File: config.mk
export PLATFORM = sky130hd
export DESIGN_NAME = bus_tx_sequencer_flat
export DESIGN_NICKNAME = d
export VERILOG_FILES = /design/src/rtl/bus_tx_pkg.sv /design/src/rtl/bus_tx_if.sv /design/src/rtl/bus_tx_fifo.sv /design/src/rtl/bus_tx_sequencer.sv /design/src/flat_wrapper.sv
export SDC_FILE = /design/constraint.sdc
export NUM_CORES = 1
export LEC_CHECK = 0
export CORE_UTILIZATION = 40
export CTS_CLUSTER_DIAMETER = 50
export DETAILED_ROUTE_END_ITERATION = 12
export HOLD_SLACK_MARGIN = 0.06
export PLACE_DENSITY = 0.68
export SLEW_MARGIN = 20
export SYNTH_ARGS = -nofsm -noshare
export SYNTH_HDL_FRONTEND = slang
export SYNTH_SLANG_ARGS = --single-unit
File: constraint.sdc
create_clock -name clk -period 2.5 [get_ports clk]
set_input_delay 0.5 -clock clk [delete_from_list [all_inputs] [get_ports clk]]
set_output_delay 0.5 -clock clk [all_outputs]
set_load 0.03 [all_outputs]
File: src/rtl/bus_tx_pkg.sv
// Shared types and defaults for the bus transmit sequencer slice.
package bus_tx_pkg;

  localparam int unsigned DEF_WIDTH      = 8;
  localparam int unsigned DEF_DEPTH      = 4;
  localparam int unsigned DEF_TURNAROUND = 1;
  localparam int unsigned DEF_MAX_BURST  = 4;

  typedef enum logic [2:0] {
    IDLE,
    REQ,
    SETUP,
    DRIVE,
    RELEASE
  } state_t;

  // Occupancy counter width: one extra bit so a full FIFO is representable.
  function automatic int unsigned cnt_w(input int unsigned depth);
    return $clog2(depth) + 1;
  endfunction

endpackage

File: src/rtl/bus_tx_if.sv
// Producer, arbiter and tri-state driver signals of the bus transmit sequencer.
interface bus_tx_if
  import bus_tx_pkg::*;
#(
  parameter int unsigned WIDTH = DEF_WIDTH,
  parameter int unsigned DEPTH = DEF_DEPTH
);
  localparam int unsigned CW = cnt_w(DEPTH);

  logic [WIDTH-1:0] wr_data;
  logic             wr_valid;
  logic             wr_ready;
  logic             bus_req;
  logic             bus_gnt;
  logic [WIDTH-1:0] data_bus_out;
  logic             drive_en;
  logic             busy;
  logic [CW-1:0]    fifo_count;

  modport master (
    input  wr_data, wr_valid, bus_gnt,
    output wr_ready, bus_req, data_bus_out, drive_en, busy, fifo_count
  );

  modport slave (
    output wr_data, wr_valid, bus_gnt,
    input  wr_ready, bus_req, data_bus_out, drive_en, busy, fifo_count
  );

endinterface

File: src/rtl/bus_tx_fifo.sv
// Circular byte FIFO with registered count/full/empty; exposes head and the entry behind it.
module bus_tx_fifo
  import bus_tx_pkg::*;
#(
  parameter int unsigned WIDTH = DEF_WIDTH,
  parameter int unsigned DEPTH = DEF_DEPTH,
  localparam int unsigned CW   = cnt_w(DEPTH)
) (
  input  logic             clk,
  input  logic             rst,
  input  logic             push,
  input  logic [WIDTH-1:0] push_data,
  input  logic             pop,
  output logic [WIDTH-1:0] head,
  output logic [WIDTH-1:0] next_head,
  output logic [CW-1:0]    count,
  output logic             full,
  output logic             empty
);
  localparam int unsigned AW = $clog2(DEPTH);

  logic [WIDTH-1:0] mem [DEPTH];
  logic [AW-1:0]    wr_ptr;
  logic [AW-1:0]    rd_ptr;
  logic             do_push;
  logic             do_pop;
  logic [CW-1:0]    count_next;

  assign do_push = push && !full;
  assign do_pop  = pop && !empty;

  always_comb begin
    count_next = count;
    if (do_push && !do_pop) begin
      count_next = count + CW'(1);
    end else if (!do_push && do_pop) begin
      count_next = count - CW'(1);
    end
  end

  // Pointers wrap naturally because DEPTH is a power of two.
  always_ff @(posedge clk or posedge rst) begin
    if (rst) begin
      wr_ptr <= '0;
      rd_ptr <= '0;
      count  <= '0;
      full   <= 1'b0;
      empty  <= 1'b1;
    end else begin
      if (do_push) wr_ptr <= wr_ptr + AW'(1);
      if (do_pop)  rd_ptr <= rd_ptr + AW'(1);
      count <= count_next;
      full  <= (count_next == CW'(DEPTH));
      empty <= (count_next == '0);
    end
  end

  always_ff @(posedge clk) begin
    if (do_push) mem[wr_ptr] <= push_data;
  end

  assign head      = mem[rd_ptr];
  assign next_head = mem[rd_ptr + AW'(1)];

endmodule

File: src/rtl/bus_tx_sequencer.sv
// Buffers producer bytes, arbitrates for the shared bus and sequences data/enable
// for the tri-state driver with setup and hold turnaround around each burst.
module bus_tx_sequencer
  import bus_tx_pkg::*;
#(
  parameter int unsigned WIDTH      = DEF_WIDTH,
  parameter int unsigned DEPTH      = DEF_DEPTH,
  parameter int unsigned TURNAROUND = DEF_TURNAROUND,
  parameter int unsigned MAX_BURST  = DEF_MAX_BURST
) (
  input logic      clk,
  input logic      rst,
  bus_tx_if.master bus
);
  localparam int unsigned CW         = cnt_w(DEPTH);
  localparam logic [2:0]  TA_LAST    = 3'(TURNAROUND - 1);
  localparam logic [7:0]  BURST_LAST = 8'(MAX_BURST - 1);

  state_t           state;
  logic [2:0]       ta_cnt;
  logic [7:0]       burst_cnt;
  logic             bus_req_q;
  logic             drive_en_q;
  logic             busy_q;
  logic [WIDTH-1:0] data_q;

  logic             pop_c;
  logic             last_byte_c;
  logic [WIDTH-1:0] head;
  logic [WIDTH-1:0] next_head;
  logic [CW-1:0]    count;
  logic             full;
  logic             empty;

  assign pop_c = (state == DRIVE) && !empty;

  // Burst ends when this pop drains the FIFO, hits the burst limit, or the grant is gone.
  assign last_byte_c = (count == CW'(1)) || (burst_cnt == BURST_LAST) || !bus.bus_gnt;

  bus_tx_fifo #(
    .WIDTH (WIDTH),
    .DEPTH (DEPTH)
  ) u_fifo (
    .clk       (clk),
    .rst       (rst),
    .push      (bus.wr_valid),
    .push_data (bus.wr_data),
    .pop       (pop_c),
    .head      (head),
    .next_head (next_head),
    .count     (count),
    .full      (full),
    .empty     (empty)
  );

  always_ff @(posedge clk or posedge rst) begin
    if (rst) begin
      state      <= IDLE;
      ta_cnt     <= '0;
      burst_cnt  <= '0;
      bus_req_q  <= 1'b0;
      drive_en_q <= 1'b0;
      busy_q     <= 1'b0;
      data_q     <= '0;
    end else begin
      case (state)
        IDLE: begin
          if (count != '0) begin
            state     <= REQ;
            bus_req_q <= 1'b1;
            busy_q    <= 1'b1;
          end
        end
        REQ: begin
          if (bus.bus_gnt) begin
            state     <= SETUP;
            data_q    <= head;
            ta_cnt    <= '0;
            burst_cnt <= '0;
          end
        end
        SETUP: begin
          if (!bus.bus_gnt) begin
            state     <= RELEASE;
            bus_req_q <= 1'b0;
            ta_cnt    <= '0;
          end else if (ta_cnt == TA_LAST) begin
            state      <= DRIVE;
            drive_en_q <= 1'b1;
          end else begin
            ta_cnt <= ta_cnt + 3'd1;
          end
        end
        DRIVE: begin
          // Data only advances while the burst continues; RELEASE holds the last byte.
          if (last_byte_c) begin
            state      <= RELEASE;
            drive_en_q <= 1'b0;
            bus_req_q  <= 1'b0;
            ta_cnt     <= '0;
          end else begin
            data_q    <= next_head;
            burst_cnt <= burst_cnt + 8'd1;
          end
        end
        RELEASE: begin
          if (ta_cnt == TA_LAST) begin
            state  <= IDLE;
            busy_q <= 1'b0;
          end else begin
            ta_cnt <= ta_cnt + 3'd1;
          end
        end
        default: begin
          state      <= IDLE;
          bus_req_q  <= 1'b0;
          drive_en_q <= 1'b0;
          busy_q     <= 1'b0;
        end
      endcase
    end
  end

  assign bus.wr_ready     = !full;
  assign bus.fifo_count   = count;
  assign bus.bus_req      = bus_req_q;
  assign bus.drive_en     = drive_en_q;
  assign bus.busy         = busy_q;
  assign bus.data_bus_out = data_q;

endmodule
File: src/flat_wrapper.sv
// flat-port wrapper written by rule: the top's interface ports become plain ports
module bus_tx_sequencer_flat import bus_tx_pkg::*;
#(
  parameter int unsigned WIDTH      = DEF_WIDTH,
  parameter int unsigned DEPTH      = DEF_DEPTH,
  parameter int unsigned TURNAROUND = DEF_TURNAROUND,
  parameter int unsigned MAX_BURST  = DEF_MAX_BURST
)
  (clk, rst, bus_wr_data, bus_wr_valid, bus_bus_gnt, bus_wr_ready, bus_bus_req, bus_data_bus_out, bus_drive_en, bus_busy, bus_fifo_count);
  bus_tx_if #(.WIDTH(WIDTH), .DEPTH(DEPTH)) bus_i ();
  input logic clk;
  input logic rst;
  input wire logic [$bits(bus_i.wr_data)-1:0] bus_wr_data;
  input wire logic [$bits(bus_i.wr_valid)-1:0] bus_wr_valid;
  input wire logic [$bits(bus_i.bus_gnt)-1:0] bus_bus_gnt;
  output wire logic [$bits(bus_i.wr_ready)-1:0] bus_wr_ready;
  output wire logic [$bits(bus_i.bus_req)-1:0] bus_bus_req;
  output wire logic [$bits(bus_i.data_bus_out)-1:0] bus_data_bus_out;
  output wire logic [$bits(bus_i.drive_en)-1:0] bus_drive_en;
  output wire logic [$bits(bus_i.busy)-1:0] bus_busy;
  output wire logic [$bits(bus_i.fifo_count)-1:0] bus_fifo_count;
  assign bus_i.wr_data = bus_wr_data;
  assign bus_i.wr_valid = bus_wr_valid;
  assign bus_i.bus_gnt = bus_bus_gnt;
  assign bus_wr_ready = bus_i.wr_ready;
  assign bus_bus_req = bus_i.bus_req;
  assign bus_data_bus_out = bus_i.data_bus_out;
  assign bus_drive_en = bus_i.drive_en;
  assign bus_busy = bus_i.busy;
  assign bus_fifo_count = bus_i.fifo_count;
  bus_tx_sequencer #(.WIDTH(WIDTH), .DEPTH(DEPTH), .TURNAROUND(TURNAROUND), .MAX_BURST(MAX_BURST)) u_core (.clk(clk), .rst(rst), .bus(bus_i));
endmodule
==> key figures, run 1 <==
Synthesis
  – Syn avg cell area: 11.6 sq um
  – Async S/R FF share, synth: 0.515
  – Most common cell in the netlist: dfrtp_1
  – Synthesis Warnings: 0
  – Synth cell count leaders: dfrtp_1, edfxtp_1, nor2_1
  – Yosys top cell by area: edfxtp_1
  – Syn nets: 311
  – Mapped Area: 3350 sq um
  – Flop and latch count out of synthesis: 66
  – Synth cell types: 50
  – Cells after Synth: 288
  – Top FF cell, synth: dfrtp_1
  – EDFF count, synth: 32
  – Post-synthesis sequential area ratio: 0.541
  – Share of the synthesized area in the top cell type: 0.287
  – Ranking of synthesized cells by area: edfxtp_1, dfrtp_1, mux2i_1, ha_1, nor2b_1

Clock tree
  – Clock root buffer: clkbuf_8
  – Resized cells post-CTS: 0
  – Clk sink count: 66
  – Number of setup buffers added after CTS: 0
  – Clk pin slew, worst setup/hold paths: 80 ps
  – Hold buffers post-CTS: 0
  – Clk Latency, worst-skew pair: 340 ps
  – CTS tree: built
  – CTS Buffer Depth: 2
  – H-tree depth: 3
  – CTS buffer count: 9

Layout
  – Layout area overhead: 15.8%
  – Nets: 338
  – Fillers: 741
  – Layout cells sized above 1: 0.113
  – Final Cell Area: 3880 sq um
  – Antenna diodes: 0

Power
  – Pwr/cell area: 1160 nW/um^2
  – Peak VDD IR: 341 uV
  – Lkg Pwr: 1.55 nW

Setup path
  – Critical path launch point type: register
  – CP bufs+invs: 1
  – Worst Setup SP: u_core.u_fifo.count[0]
  – Slowest-stage cell, CP: clkdlybuf4s50_1
  – Data arrival, critical path: 1550 ps
  – RR Startpoint: u_core.u_fifo.count[1]
  – Crit path max-delay family: buffers and inverters
  – CP Max Fanout: 7
  – CP Class: register to output port
  – Crit-path cells: clkdlybuf4s50_1
  – CP max stage delay: 720 ps
  – Required @ worst endpoint: 2000 ps
  – CP endpoint kind: output port

Route
  – Antenna viol nets, final: 0
  – Wirelength per Cell: 14.6 microns
  – Via-per-instance ratio: 5.34
  – First-pass iteration count of the detailed router: 8
  – Final wirelength: 6.19 mm
  – Number of DRC markers in iteration 0: 101
  – DRC viols: 2
  – Via count: 2269

Die
  – DIE AREA: 8740 sq um
  – Vert. Die Dim: 93.5 microns
  – I/O pin count: 27
  – Die X: 93.5 microns
  – Initial Util: 0.410
  – Rows: 33
  – Core Region: 8180 sq um

Global routing
  – GR Overflow Total: 0
  – Initial antenna violation count: 0
  – Total GRT Usage: 0.159
  – Vias in the first global route: 2230
  – Pin count of the biggest net entering global routing: 35
  – First-pass GRT wire length: 10.5 mm

Flow run
  – Max Cap Viol: 0

Timing
  – RSZ-0062 raised after global routing: no
  – Highest Clock Rate: 487 MHz
  – Final setup viols: 0
  – Clk_skew: 6.88 ps
  – Tcrit/Tclk final: 0.821
  – Hold Slack: 476 ps
  – Final Hold Violating Endpoints: 0
  – Minimum clock period: 2050 ps
  – Slew headroom: 0.530
  – Fin worst setup slack: 447 ps
  – Setup TNS: 0 ps
  – Tightest Pin Transition: 705 ps
  – Slew Viols, Final: 0

Placement
  – IO buf count: 26
  – Cell area after placement: 3690 sq um
  – Place WS: 275 ps
  – Detail Placement HPWL: 4.22 mm
  – Gpl congestion: 0.779

Hold path
  – Worst Hold Launch: u_core.burst_cnt[7]
  – Hold Path Class: register to register

Status
  – Failing checks: DRC
  – Status: finished, violations left
-- path summary, 6_finish.rpt --
path                                            to  slack [ps]  cells after the start
hold reg to reg                u_core.burst_cnt[7]         480                      1
hold / removal                 u_core.burst_cnt[7]         480                      1
min in group asynchronous  u_core.u_fifo.rd_ptr[0]         550                      3
max in group asynchronous      u_core.u_fifo.empty        1610                      3
setup reg to reg                  u_core.ta_cnt[2]         480                      8
setup / recovery                 bus_fifo_count[0]         450                      1
-- placed cells by master (no fill, tap or decap), types with 2 or more instances in the layout --
cell type	count
and3_1	3
a21oi_1	11
dfrtp_1	33
o22ai_1	4
a31oi_1	3
clkdlybuf4s50_1	26
o41ai_1	2
inv_1	13
clkbuf_8	9
nand2b_1	3
xor2_1	2
ha_1	11
buf_4	6
nor2b_1	16
clkinvlp_4	4
o21ai_0	8
nor2_1	20
and2_1	4
nand4_1	3
edfxtp_1	32
and3b_1	2
xnor2_1	5
mux2i_1	15
nor3_1	6
clkinv_2	2
o21ai_1	17
nand2_1	19
a211oi_1	13
a22o_1	2
mux4_2	4
o31ai_1	2
-- where the power goes --
group          switching, W  internal [W]
clock network      0.000419      0.000456
registers          0.000355       0.00146
logic              0.000992      0.000814
total               0.00177       0.00273
-- registers in the layout (all words and copies together), names as in the netlist --
name and cells:
u_core.burst_cnt 8, u_core.bus.bus_req 1, u_core.bus.busy 1, u_core.bus.data_bus_out 8, u_core.bus.drive_en 1, u_core.state 3, u_core.ta_cnt 3, u_core.u_fifo.count 3
u_core.u_fifo.empty 1, u_core.u_fifo.full 1, u_core.u_fifo.mem 32, u_core.u_fifo.rd_ptr 2, u_core.u_fifo.wr_ptr 2
-- metrics by stage --
stage / cells / util / total power (W)
after floorplan: 288 / - / 0.00315
after global placement: 409 / 0.451 / 0.00362
after detailed placement: 409 / 0.451 / 0.00366
after CTS: 425 / 0.475 / 0.00455
after global routing: 425 / 0.475 / 0.00483
final: 425 / 0.475 / 0.00449
-- per-layer routing --
| layer | track usage | wire, microns | vias to the layer above | share of wire |
|---|---|---|---|---|
| met4 | 0.0821 | 180 | 0 | 0.029 |
| li1 | - | - | 1110 | - |
| met3 | 0.0455 | 195 | 17 | 0.032 |
| met1 | 0.196 | 2850 | 1104 | 0.46 |
| met5 | 0 | 0 | - | 0 |
| met2 | 0.255 | 2960 | 38 | 0.48 |
-- cell type report --
type                       instances  area, sq um  area share
multi-input combinational        193         1390       0.358
tap                              105          131      0.0339
clock buffer                       9          124      0.0319
timing repair buffer              32          305      0.0787
clock inverter                     7         70.1      0.0181
inverter                          13         48.8      0.0126
sequential                        66         1810       0.467
-- kinds of logic (layout without fill, tap and decap cells) --
logic type / after synthesis / count (layout) / share of synthesized area
simple gates: 84 / 84 / 0.137
buf+inv: 29 / 61 / 0.0445
fa+ha+maj: 11 / 11 / 0.0411
mux: 19 / 19 / 0.0717
compound gates: 72 / 72 / 0.146
xor+xnor: 7 / 7 / 0.0183
flops: 66 / 66 / 0.541
Power figures use the tool's default switching activity.
==> run 2, diff against run 1 <==
==> constraint.sdc (replaced) <==
create_clock -name clk -period 2 [get_ports clk]
set_input_delay 0.4 -clock clk [delete_from_list [all_inputs] [get_ports clk]]
set_output_delay 0.4 -clock clk [all_outputs]
set_load 0.03 [all_outputs]
==> key figures, run 2 (synthesized netlist as in run 1, its figures left out) <==
Die
  – DIE AREA: 8740 sq um (unchanged)
  – Die X: 93.5 microns (unchanged)
  – Vert. Die Dim: 93.5 microns (unchanged)
  – I/O pin count: 27 (unchanged)
  – Core Region: 8180 sq um (unchanged)
  – Rows: 33 (unchanged)
  – Initial Util: 0.410 (unchanged)

Clock tree
  – Clk Latency, worst-skew pair: 330 ps (about the same)
  – CTS tree: built
  – Clk pin slew, worst setup/hold paths: 70 ps (about the same)
  – CTS buffer count: 9 (unchanged)
  – Clk sink count: 66 (unchanged)
  – Clock root buffer: clkbuf_8
  – Hold buffers post-CTS: 0 (unchanged)
  – H-tree depth: 3 (unchanged)
  – CTS Buffer Depth: 2 (unchanged)

Setup path
  – RR Startpoint: u_core.state[2]
  – CP bufs+invs: 2 (+1)
  – CP endpoint kind: output port
  – Crit path max-delay family: buffers and inverters
  – R2R Setup Slk: 140 ps (-340 ps)
  – Reg2reg path depth: 6 (-2)
  – CP max stage delay: 670 ps (-50 ps)
  – Data arrival, critical path: 1500 ps (-50 ps)
  – Critical path launch point type: register
  – Required @ worst endpoint: 1600 ps (-400 ps)
  – Crit-path cells: buf_4 -> clkdlybuf4s50_1
  – R2r endpoint: u_core.bus.data_bus_out[5]
  – CP Class: register to output port
  – Slowest-stage cell, CP: clkdlybuf4s50_1
  – CP Max Fanout: 6 (-1)

Timing
  – Final setup viols: 0 (unchanged)
  – Highest Clock Rate: 527 MHz
  – Tcrit/Tclk final: 0.949
  – Tightest Pin Transition: 618 ps (-86.3 ps)
  – Slew headroom: 0.588 (+0.0575)
  – Final Hold Violating Endpoints: 0 (unchanged)
  – Clk_skew: 6.51 ps (-0.373 ps)
  – Slew Viols, Final: 0 (unchanged)
  – Minimum clock period: 1900 ps

Power
  – Clock network power share: 0.159 (-0.036)
  – Pwr/cell area: 1410 nW/um^2 (+22%)
  – Internal Power: 0.00350 W (+28%)
  – NetSw: 0.00225 W (+27%)
  – Combinational power share: 0.462 (+0.060)
  – Lkg Pwr: 1.65 nW (+6.7%)
  – Peak VDD IR: 400 uV (+17%)
  – Switching share of power: 0.391 (-0.00186)
  – Sequential power share: 0.379 (-0.024)

Layout
  – Layout cells sized above 1: 0.162 (+0.0497)
  – Commonest non-fill, non-tap cells in the layout: dfrtp_1, edfxtp_1, clkdlybuf4s50_1
  – Layout area overhead: 21.6%
  – Register with the most flip-flops: u_core.u_fifo.mem
  – Non-filler cells, final: 444 (+4.5%)
  – Antenna diodes: 0 (unchanged)
  – Commonest non-fill, non-tap cell in the layout: dfrtp_1
  – Final Cell Area: 4070 sq um (+5.0%)
  – Fillers: 704 (-5.0%)
  – Max reg flops: 32 (unchanged)
  – Nets: 357 (+5.6%)

Global routing
  – GR Overflow Total: 0 (unchanged)
  – Total GRT Usage: 0.159 (about the same)
  – Initial antenna violation count: 0 (unchanged)
  – Pin count of the biggest net entering global routing: 35 (unchanged)
  – First-pass GRT wire length: 10.5 mm (about the same)
  – Vias in the first global route: 2230 (unchanged)

Placement
  – Detail Placement HPWL: 4.49 mm (+6.4%)
  – IO buf count: 26 (unchanged)
  – Placed Instances: 426 (+4.2%)
  – Gpl congestion: 0.800 (+2.7%)
  – Cell area after placement: 3880 sq um (+5.2%)

Route
  – Via-per-instance ratio: 5.32 (-0.27%)
  – Antenna viol nets, final: 0 (unchanged)
  – Via count: 2364 (+4.2%)
  – First-pass iteration count of the detailed router: 8 (unchanged)
  – DRC viols: 2 (unchanged)
  – Number of DRC markers in iteration 0: 115 (+14%)
  – Final wirelength: 6.37 mm (+2.9%)
  – Wirelength per Cell: 14.3 microns (-1.5%)

Status
  – Failing checks: DRC
  – Status: finished, violations left

Hold path
  – Hold Path Class: primary input to async pin

Flow run
  – Max Cap Viol: 0 (unchanged)
==> run 2: worst max-delay path by stage <==
stage | from | endpoint | slack [ps] | cells past startpoint
5_1_grt | u_core.state[2] | u_core.bus.data_bus_out[7] | -3 | 5
3_5_place_dp | bus_bus_gnt | u_core.ta_cnt[0] | -90 | 7
2_1_floorplan | u_core.u_fifo.count[1] | u_core.burst_cnt[3] | 140 | 8
4_1_cts | u_core.burst_cnt[0] | u_core.ta_cnt[2] | 7 | 7
3_3_place_gp | bus_bus_gnt | u_core.ta_cnt[2] | -30 | 7
6_report | u_core.u_fifo.count[0] | bus_fifo_count[0] | 100 | 2
==> run 2: worst min-delay path, cell delays in order <==
cell and delay [ps]:
clkdlybuf4s50_1 390, inv_1 50, buf_4 390
==> run 2: layout make-up <==
cell class,instances,area (sq um),area share
Inverter,13,48.8,0.0120
Tap cell,105,131,0.0323
Clock inverter,7,36.3,0.00891
Multi-Input combinational cell,193,1410,0.346
Sequential cell,66,1810,0.445
Timing Repair Buffer,51,510,0.125
Clock buffer,9,124,0.0304
==> run 2: stage by stage <==
step	setup slack (ps)	hold slack [ps]	setup TNS, ps	util	power [W]
after floorplan	135	443	0	-	0.00394
after global placement	-33.2	464	-90.3	0.474	0.00476
after detailed placement	-93.9	468	-295	0.474	0.00483
after CTS	6.82	464	0	0.494	0.00576
after global routing	-2.61	516	-2.61	0.498	0.00617
final	102	466	0	0.498	0.00575
==> run 2: routing by layer <==
layer	share of wire	global-route usage	vias to the layer above
li1	-	-	1149
met1	0.46	0.200	1159
met2	0.49	0.256	45
met3	0.031	0.0463	11
met4	0.020	0.0679	0
met5	0	0	-
==> run 2: power by group through the flow <==
stage	clock network (W)	registers, W	logic [W]
after floorplan	0	0.00232	0.00161
after global placement	0	0.00218	0.00258
after detailed placement	0	0.00220	0.00263
after CTS	0.000951	0.00217	0.00264
after global routing	0.00102	0.00223	0.00293
final	0.000915	0.00218	0.00266
==> run 2: timing repair <==
item                       in CTS  in global routing
setup endpoints to repair       0                  7
setup buffers                   0                  2
gates resized for setup         0                  4
